==> config.mk <==
export PLATFORM = sky130hd
export DESIGN_NAME = multicycle_control_unit
export DESIGN_NICKNAME = d
export VERILOG_FILES = /design/src/rtl/multicycle_control_unit.sv
export SDC_FILE = /design/constraint.sdc
export NUM_CORES = 1
export LEC_CHECK = 0
export CAP_MARGIN = 40
export CORE_MARGIN = 2
export CORE_UTILIZATION = 40
export DETAILED_ROUTE_END_ITERATION = 16
export PLACE_DENSITY = 0.79
export SLEW_MARGIN = 0
export SYNTH_ARGS = -nofsm -noshare
export SYNTH_HDL_FRONTEND = slang
export SYNTH_SLANG_ARGS = --single-unit
==> constraint.sdc <==
create_clock -name clk -period 2.06 [get_ports clk]
set_clock_uncertainty 0.2 [all_clocks]
set_input_delay 0.412 -clock clk [delete_from_list [all_inputs] [get_ports clk]]
set_output_delay 0.412 -clock clk [all_outputs]
set_load 0.005 [all_outputs]
==> src/rtl/multicycle_control_unit.sv <==
// rtl/multicycle_control_unit.sv - multi-cycle RV32I(+M) control FSM with memory wait fault and trap
// Optional mul/div sequencing is enabled by defining RV_M_EXT_EN.
module multicycle_control_unit #(
  parameter int MEM_WAIT_MAX = 15
) (
  input  logic       clk,
  input  logic       reset,
  input  logic [6:0] op,
  input  logic [2:0] funct3,
  input  logic [6:0] funct7,
  input  logic       beq,
  input  logic       bne,
  input  logic       blt,
  input  logic       bge,
  input  logic       bltu,
  input  logic       bgeu,
  input  logic       memReady,
  input  logic       mdDone,
  output logic       memReq,
  output logic       adrSrc,
  output logic       memWrite,
  output logic       irWrite,
  output logic       pcWrite,
  output logic       regWrite,
  output logic [1:0] aluSrcA,
  output logic [1:0] aluSrcB,
  output logic [1:0] resultSrc,
  output logic [2:0] immSrc,
  output logic [4:0] aluControl,
  output logic [2:0] loadSrc,
  output logic [1:0] storeSrc,
  output logic       mdStart,
  output logic       illegal,
  output logic       busFault,
  output logic [3:0] state
);
  localparam int CW = $clog2(MEM_WAIT_MAX + 1);

  localparam logic [6:0] OP_R = 7'b0110011, OP_I = 7'b0010011, OP_L = 7'b0000011,
                         OP_S = 7'b0100011, OP_B = 7'b1100011, OP_JAL = 7'b1101111,
                         OP_JALR = 7'b1100111, OP_LUI = 7'b0110111, OP_AUIPC = 7'b0010111;

  localparam logic [4:0] ALU_ADD = 5'd0, ALU_SUB = 5'd1, ALU_SLL = 5'd2, ALU_SLT = 5'd3,
                         ALU_SLTU = 5'd4, ALU_XOR = 5'd5, ALU_SRL = 5'd6, ALU_SRA = 5'd7,
                         ALU_OR = 5'd8, ALU_AND = 5'd9, ALU_PASSB = 5'd10;

  typedef enum logic [3:0] {
    S_FETCH, S_DECODE, S_EXECR, S_EXECI, S_MEMADR, S_MEMRD, S_MEMWR, S_MULDIV,
    S_ALUWB, S_MEMWB, S_BRANCH, S_JAL, S_JALR, S_UPPER, S_TRAP
  } state_t;

  state_t        r_state, w_next;
  logic [CW-1:0] r_wait;
  logic          r_illegal, r_bus;
  logic          w_set_ill, w_set_bus, w_mem_req, w_wait_exp, w_taken, w_md_op;

  function automatic logic [4:0] alu_op(input logic [2:0] f3, input logic alt);
    case (f3)
      3'd0:    alu_op = alt ? ALU_SUB : ALU_ADD;
      3'd1:    alu_op = ALU_SLL;
      3'd2:    alu_op = ALU_SLT;
      3'd3:    alu_op = ALU_SLTU;
      3'd4:    alu_op = ALU_XOR;
      3'd5:    alu_op = alt ? ALU_SRA : ALU_SRL;
      3'd6:    alu_op = ALU_OR;
      default: alu_op = ALU_AND;
    endcase
  endfunction

  assign w_mem_req  = (r_state == S_FETCH) || (r_state == S_MEMRD) || (r_state == S_MEMWR);
  assign w_wait_exp = w_mem_req && !memReady && (r_wait == CW'(MEM_WAIT_MAX - 1));
  assign w_md_op    = (op == OP_R) && (funct7 == 7'h01);

  always_comb begin
    case (funct3)
      3'd0:    w_taken = beq;
      3'd1:    w_taken = bne;
      3'd4:    w_taken = blt;
      3'd5:    w_taken = bge;
      3'd6:    w_taken = bltu;
      3'd7:    w_taken = bgeu;
      default: w_taken = 1'b0;
    endcase
  end

`ifdef RV_M_EXT_EN
  logic r_md_busy;
  always_ff @(posedge clk) begin
    if (reset) r_md_busy <= 1'b0;
    else       r_md_busy <= (r_state == S_MULDIV);
  end
`else
  logic w_unused_md;
  assign w_unused_md = mdDone;
`endif

  always_ff @(posedge clk) begin
    if (reset) begin
      r_state   <= S_FETCH;
      r_wait    <= '0;
      r_illegal <= 1'b0;
      r_bus     <= 1'b0;
    end else begin
      r_state <= w_next;
      if (w_set_ill) r_illegal <= 1'b1;
      if (w_set_bus) r_bus <= 1'b1;
      // any state change restarts the wait window for the next request
      if (w_next != r_state)             r_wait <= '0;
      else if (w_mem_req && !memReady)   r_wait <= r_wait + 1'b1;
    end
  end

  always_comb begin
    w_next    = r_state;
    w_set_ill = 1'b0;
    w_set_bus = 1'b0;
    case (r_state)
      S_FETCH: begin
        if (memReady) w_next = S_DECODE;
        else if (w_wait_exp) begin w_next = S_TRAP; w_set_bus = 1'b1; end
      end
      S_DECODE: begin
        case (op)
          OP_R: begin
            if (w_md_op) begin
`ifdef RV_M_EXT_EN
              w_next = S_MULDIV;
`else
              w_next = S_TRAP; w_set_ill = 1'b1;
`endif
            end else w_next = S_EXECR;
          end
          OP_I: w_next = S_EXECI;
          OP_L: begin
            if (funct3 == 3'd3 || funct3 >= 3'd6) begin w_next = S_TRAP; w_set_ill = 1'b1; end
            else w_next = S_MEMADR;
          end
          OP_S: begin
            if (funct3 >= 3'd3) begin w_next = S_TRAP; w_set_ill = 1'b1; end
            else w_next = S_MEMADR;
          end
          OP_B:            w_next = S_BRANCH;
          OP_JAL:          w_next = S_JAL;
          OP_JALR:         w_next = S_JALR;
          OP_LUI, OP_AUIPC: w_next = S_UPPER;
          default: begin w_next = S_TRAP; w_set_ill = 1'b1; end
        endcase
      end
      S_EXECR, S_EXECI, S_UPPER: w_next = S_ALUWB;
      S_MEMADR: w_next = (op == OP_L) ? S_MEMRD : S_MEMWR;
      S_MEMRD: begin
        if (memReady) w_next = S_MEMWB;
        else if (w_wait_exp) begin w_next = S_TRAP; w_set_bus = 1'b1; end
      end
      S_MEMWR: begin
        if (memReady) w_next = S_FETCH;
        else if (w_wait_exp) begin w_next = S_TRAP; w_set_bus = 1'b1; end
      end
      S_MULDIV: begin
`ifdef RV_M_EXT_EN
        if (mdDone) w_next = S_ALUWB;
`else
        w_next = S_TRAP; w_set_ill = 1'b1;
`endif
      end
      S_ALUWB, S_MEMWB, S_JAL, S_JALR: w_next = S_FETCH;
      S_BRANCH: begin
        if (funct3 == 3'd2 || funct3 == 3'd3) begin w_next = S_TRAP; w_set_ill = 1'b1; end
        else w_next = S_FETCH;
      end
      S_TRAP:  w_next = S_TRAP;
      default: w_next = S_FETCH;
    endcase
  end

  always_comb begin
    memReq = 1'b0; adrSrc = 1'b0; memWrite = 1'b0; irWrite = 1'b0;
    pcWrite = 1'b0; regWrite = 1'b0; mdStart = 1'b0;
    aluSrcA = 2'd0; aluSrcB = 2'd0; resultSrc = 2'd0; immSrc = 3'd0;
    aluControl = ALU_ADD; loadSrc = 3'd2; storeSrc = 2'd2;
    // reset masks every output so an aborted instruction issues nothing in the reset cycle
    if (!reset) begin
      case (op)
        OP_S:             immSrc = 3'd1;
        OP_B:             immSrc = 3'd2;
        OP_LUI, OP_AUIPC: immSrc = 3'd3;
        OP_JAL:           immSrc = 3'd4;
        default:          immSrc = 3'd0;
      endcase
      if (r_state != S_FETCH && r_state != S_TRAP) begin
        if (op == OP_L) begin
          case (funct3)
            3'd0: loadSrc = 3'd0;
            3'd1: loadSrc = 3'd1;
            3'd4: loadSrc = 3'd3;
            3'd5: loadSrc = 3'd4;
            default: loadSrc = 3'd2;
          endcase
        end
        if (op == OP_S && funct3 < 3'd3) storeSrc = funct3[1:0];
      end
      case (r_state)
        S_FETCH: begin
          memReq = 1'b1; aluSrcB = 2'd2;
          irWrite = memReady; pcWrite = memReady;
        end
        S_DECODE: begin aluSrcA = 2'd1; aluSrcB = 2'd1; end
        S_EXECR:  begin aluSrcA = 2'd2; aluControl = alu_op(funct3, funct7[5]); end
        S_EXECI: begin
          aluSrcA = 2'd2; aluSrcB = 2'd1;
          aluControl = alu_op(funct3, (funct3 == 3'd5) && funct7[5]);
        end
        S_UPPER: begin
          aluSrcB = 2'd1;
          if (op == OP_LUI) aluControl = ALU_PASSB;
          else aluSrcA = 2'd1;
        end
        S_MEMADR: begin aluSrcA = 2'd2; aluSrcB = 2'd1; end
        S_MEMRD:  begin memReq = 1'b1; adrSrc = 1'b1; end
        S_MEMWR:  begin memReq = 1'b1; adrSrc = 1'b1; memWrite = 1'b1; end
        S_MULDIV: begin
          aluSrcA = 2'd2;
`ifdef RV_M_EXT_EN
          mdStart = !r_md_busy;
`endif
        end
        S_ALUWB: begin
          regWrite = 1'b1;
`ifdef RV_M_EXT_EN
          if (w_md_op) resultSrc = 2'd3;
`endif
        end
        S_MEMWB:  begin regWrite = 1'b1; resultSrc = 2'd1; end
        S_BRANCH: begin aluSrcA = 2'd2; aluControl = ALU_SUB; pcWrite = w_taken; end
        S_JAL:    begin aluSrcA = 2'd1; aluSrcB = 2'd1; pcWrite = 1'b1; regWrite = 1'b1; resultSrc = 2'd2; end
        S_JALR:   begin aluSrcA = 2'd2; aluSrcB = 2'd1; pcWrite = 1'b1; regWrite = 1'b1; resultSrc = 2'd2; end
        default:  ;
      endcase
    end
  end

  assign illegal  = r_illegal && !reset;
  assign busFault = r_bus && !reset;
  assign state    = r_state;
endmodule
==> qor.csv <==
stage;metric;value;unit
run_status;status;finished, violations left;
run_status;failing checks;negative setup slack;
global_route;number of global-route vias before repair;2271;
setup_path;Worst R2R Path Depth;8;
setup_path;Buf/Inv on CP;3;
timing;relative max-transition margin;62.9;%
timing;Setup violations, final;29;
timing;post-layout min period;2490;ps
placed_design;pre-CTS setup slack;-1020;ps
timing;Final Max Slew Viols;0;
synth;Synth area leaders;dfxtp_1 14%, nor2_1 5.6%, nand2_1 5.1%;
setup_path;Data required, critical path;1450;ps
min_path;HP Class;reg -> reg;
floorplanning;die width;64.5;um
timing;setup TNS;-5920;ps
setup_path;Worst path depth;8;
global_route;initial antenna violation count;0;
flow_run;Max Cap Violations;0;
power;Net Sw Power;1660;uW
timing;final hold vios;0;
synth;Post-Syn Area;1460;um2
timing;RSZ-0062 raised after global routing;true;
power;pwr/cell area;1190;nW/um2
setup_path;CP Launch Type;flip-flop;
placed_design;dpl hpwl;3.92;mm
setup_path;crit-path max cell delay;370;ps
timing;Max Freq;401;MHz
synth;Mapped Cells;212;
synth;Main synth FF type;dfxtp_1;
synth;number of synthesized flops with an enable pin;0;
floorplanning;core box area;3420;um2
placed_design;Port Buf Inserts;55;
placed_design;Final GP Congestion;0.843;
timing;setup slack after layout;-435;ps
timing;Worst-Margin Slew;550;ps
global_route;GRT overflow;0;
clock_network;H-tree depth;1;
floorplanning;die area;4160;um2
floorplanning;Initial Utilization;42.9;%
synth;Seq cells post-synth;10;
setup_path;RR Endpoint;r_wait[0];
detailed_routing;DRT antenna net count;0;
detailed_routing;Initial DRT Pass Iterations;5;
floorplanning;IO Pins;59;
layout;Finished Core Util;91.8;%
layout;Nets;376;
setup_path;Crit path max-delay family;compound AO/OA/AOI/OAI gates;
power;Reg power frac;8.6;%
synth;Post-synth ARST share;0;%
layout;FILL cells;133;
clock_network;clk_lat worst skew;270;ps
global_route;largest net degree at the start of global routing;21;
power;clock share of power;4.7;%
detailed_routing;vias;2436;
power;Tot Pwr;3740;uW
layout;ratio of cells with drive above 1 in the final layout;58.7;%
layout;n_diodes;0;
detailed_routing;via density per instance;6.21;
setup_path;worst-path cell chain;or2_4 > buf_6 > o21ai_4 > a2111oi_4 > buf_4 > and2_4 > and3_1 > buf_2;
timing;Final period util;121;%
clock_network;Worst-path clk slew;70;ps
synth;register area share after synthesis;13.7;%
synth;Avg Inst Size Synth;6.91;um2
setup_path;WS Path Type;reg -> out;
global_route;Overall Global Routing Usage;32.0;%
layout;area growth from synthesis to layout;114;%
synth;post-synth top area cell;dfxtp_1;
detailed_routing;# DRC;0;
setup_path;R2R Setup Slk;-370;ps
power;peak supply drop;983;uV
floorplanning;Rows;21;
synth;post-synth top area share;13.7;%
power;switch share;44.3;%
setup_path;Worst Setup EP;loadSrc[2];
detailed_routing;wire per inst;20.8;um
clock_network;Post-CTS Hold Fix Bufs;0;
clock_network;clock root cell;clkbuf_4;
setup_path;crit path max-delay cell type;a2111oi_4;
synth;synth warn;0;
clock_network;clk sinks;10;
setup_path;CP max FO;3;
clock_network;CTS buffer count;3;
layout;Multi-input gate area;1500;um2
floorplanning;chip height;64.5;um
global_route;first-pass GRT wire length;10.7;mm
power;Combinational Power Share;86.7;%
power;internal power;2080;uW
clock_network;Max clock buf depth;2;
setup_path;Critical Path End Type;output pin;
clock_network;CTS tree;done;
setup_path;crit path from;state[2];
setup_path;Arrival @ worst endpoint;1880;ps
setup_path;R2R Path Start;state[3];
detailed_routing;Post-Route WL;8.17;mm
power;leakage dissipation;0.00139;uW
synth;Yosys cell types;63;
detailed_routing;initial DRC count;176;
layout;post-route cell area;3140;um2
placed_design;DP Area;2520;um2
layout;Seq. cell area;208;um2
[how the worst min path moves through the flow]
| stage | from | end | slack (ps) | cells past startpoint |
|---|---|---|---|---|
| 2_1_floorplan | r_bus | r_bus | 230 | 2 |
| 3_3_place_gp | r_bus | r_bus | 250 | 2 |
| 3_5_place_dp | r_bus | r_bus | 260 | 2 |
| 4_1_cts | r_bus | r_bus | 280 | 2 |
| 5_1_grt | r_illegal | r_illegal | 360 | 2 |
| 6_report | r_illegal | r_illegal | 310 | 2 |
[timing repair]
action                                  4_1_cts  5_1_grt
setup buffers                                17        5
pin swaps                                    28       15
endpoints found under the setup margin       35       33
cloned                                        2        1
resized for setup                           196       47
[per-stage QoR]
step,cells,hold WS (ps)
after floorplan,213,232
after global placement,363,246
after detailed placement,363,262
after CTS,386,277
after global routing,392,358
final,392,310
[layout by cell type, fill, tap and decap left out, types with 4 or more instances in the layout]
cell	instances
a21oi_2	5
nor2_1	15
inv_1	7
nor2_2	6
a21oi_1	9
buf_4	72
nand2b_4	4
clkdlybuf4s50_1	15
o21ai_1	4
dfxtp_1	6
buf_2	23
o21ai_0	5
nor3_2	7
buf_6	16
nand2_1	16
buf_12	5
dlygate4sd2_1	5
nor3_1	4
[cell type report]
| type | instances | share of cell area (%) |
|---|---|---|
| Inverter | 9 | 1.16 |
| Sequential cell | 10 | 6.62 |
| Clock buffer | 4 | 1.16 |
| Multi-Input combinational cell | 177 | 47.9 |
| Tap cell | 46 | 1.83 |
| Timing Repair Buffer | 146 | 41.3 |
[worst register-to-register path, cell delays in order (launching register included)]
cell       delay, ps
dfxtp_2          320
or2_4            260
buf_6            140
buf_4            130
or2_4            270
o41ai_4          410
o31a_1           270
o2111ai_4        170
nor3_2           210
[cells by family after synthesis]
family	Yosys count	share of synthesized area [%]
AND/OR/NAND/NOR	102	38.3
flip-flops	10	13.7
XOR/XNOR	5	3.51
multiplexers	3	2.14
adder cells (fa/ha/maj)	2	1.71
AO/OA/AOI/OAI	63	32.5
other	1	0.256
buffers and inverters	26	7.95
[power groups by stage]
stage                     Combinational, uW  Clock [uW]  Sequential (uW)
after detailed placement               1990           0              295
after global routing                   3380         185              326
after floorplan                        1090           0              315
after global placement                 1950           0              293
final                                  3240         177              321
after CTS                              2670         178              309
[synth_stat cells (all sizes together) (4+ instances only)]
master / instances
a21oi: 14
a31oi: 4
and2: 4
buf: 7
clkbuf: 10
dfxtp: 10
inv: 9
nand2: 20
nand2b: 6
nand3: 7
nor2: 22
nor2b: 6
nor3: 12
nor4: 5
o21ai: 12
xor2: 4
[registers in the layout (all words and copies together) (netlist names)]
signal,cells
r_wait,4
state,4
r_bus,1
r_illegal,1
[metal layers]
metal  vias to the layer above  routed length, um  track usage [%]
met2                       204               3910             57.6
met4                         0                455             10.6
met1                      1132               3050             39.3
met3                        51                755             4.17
li1                       1049                  -                -
met5                         -                  0                0
Power figures use the tool's default switching activity.
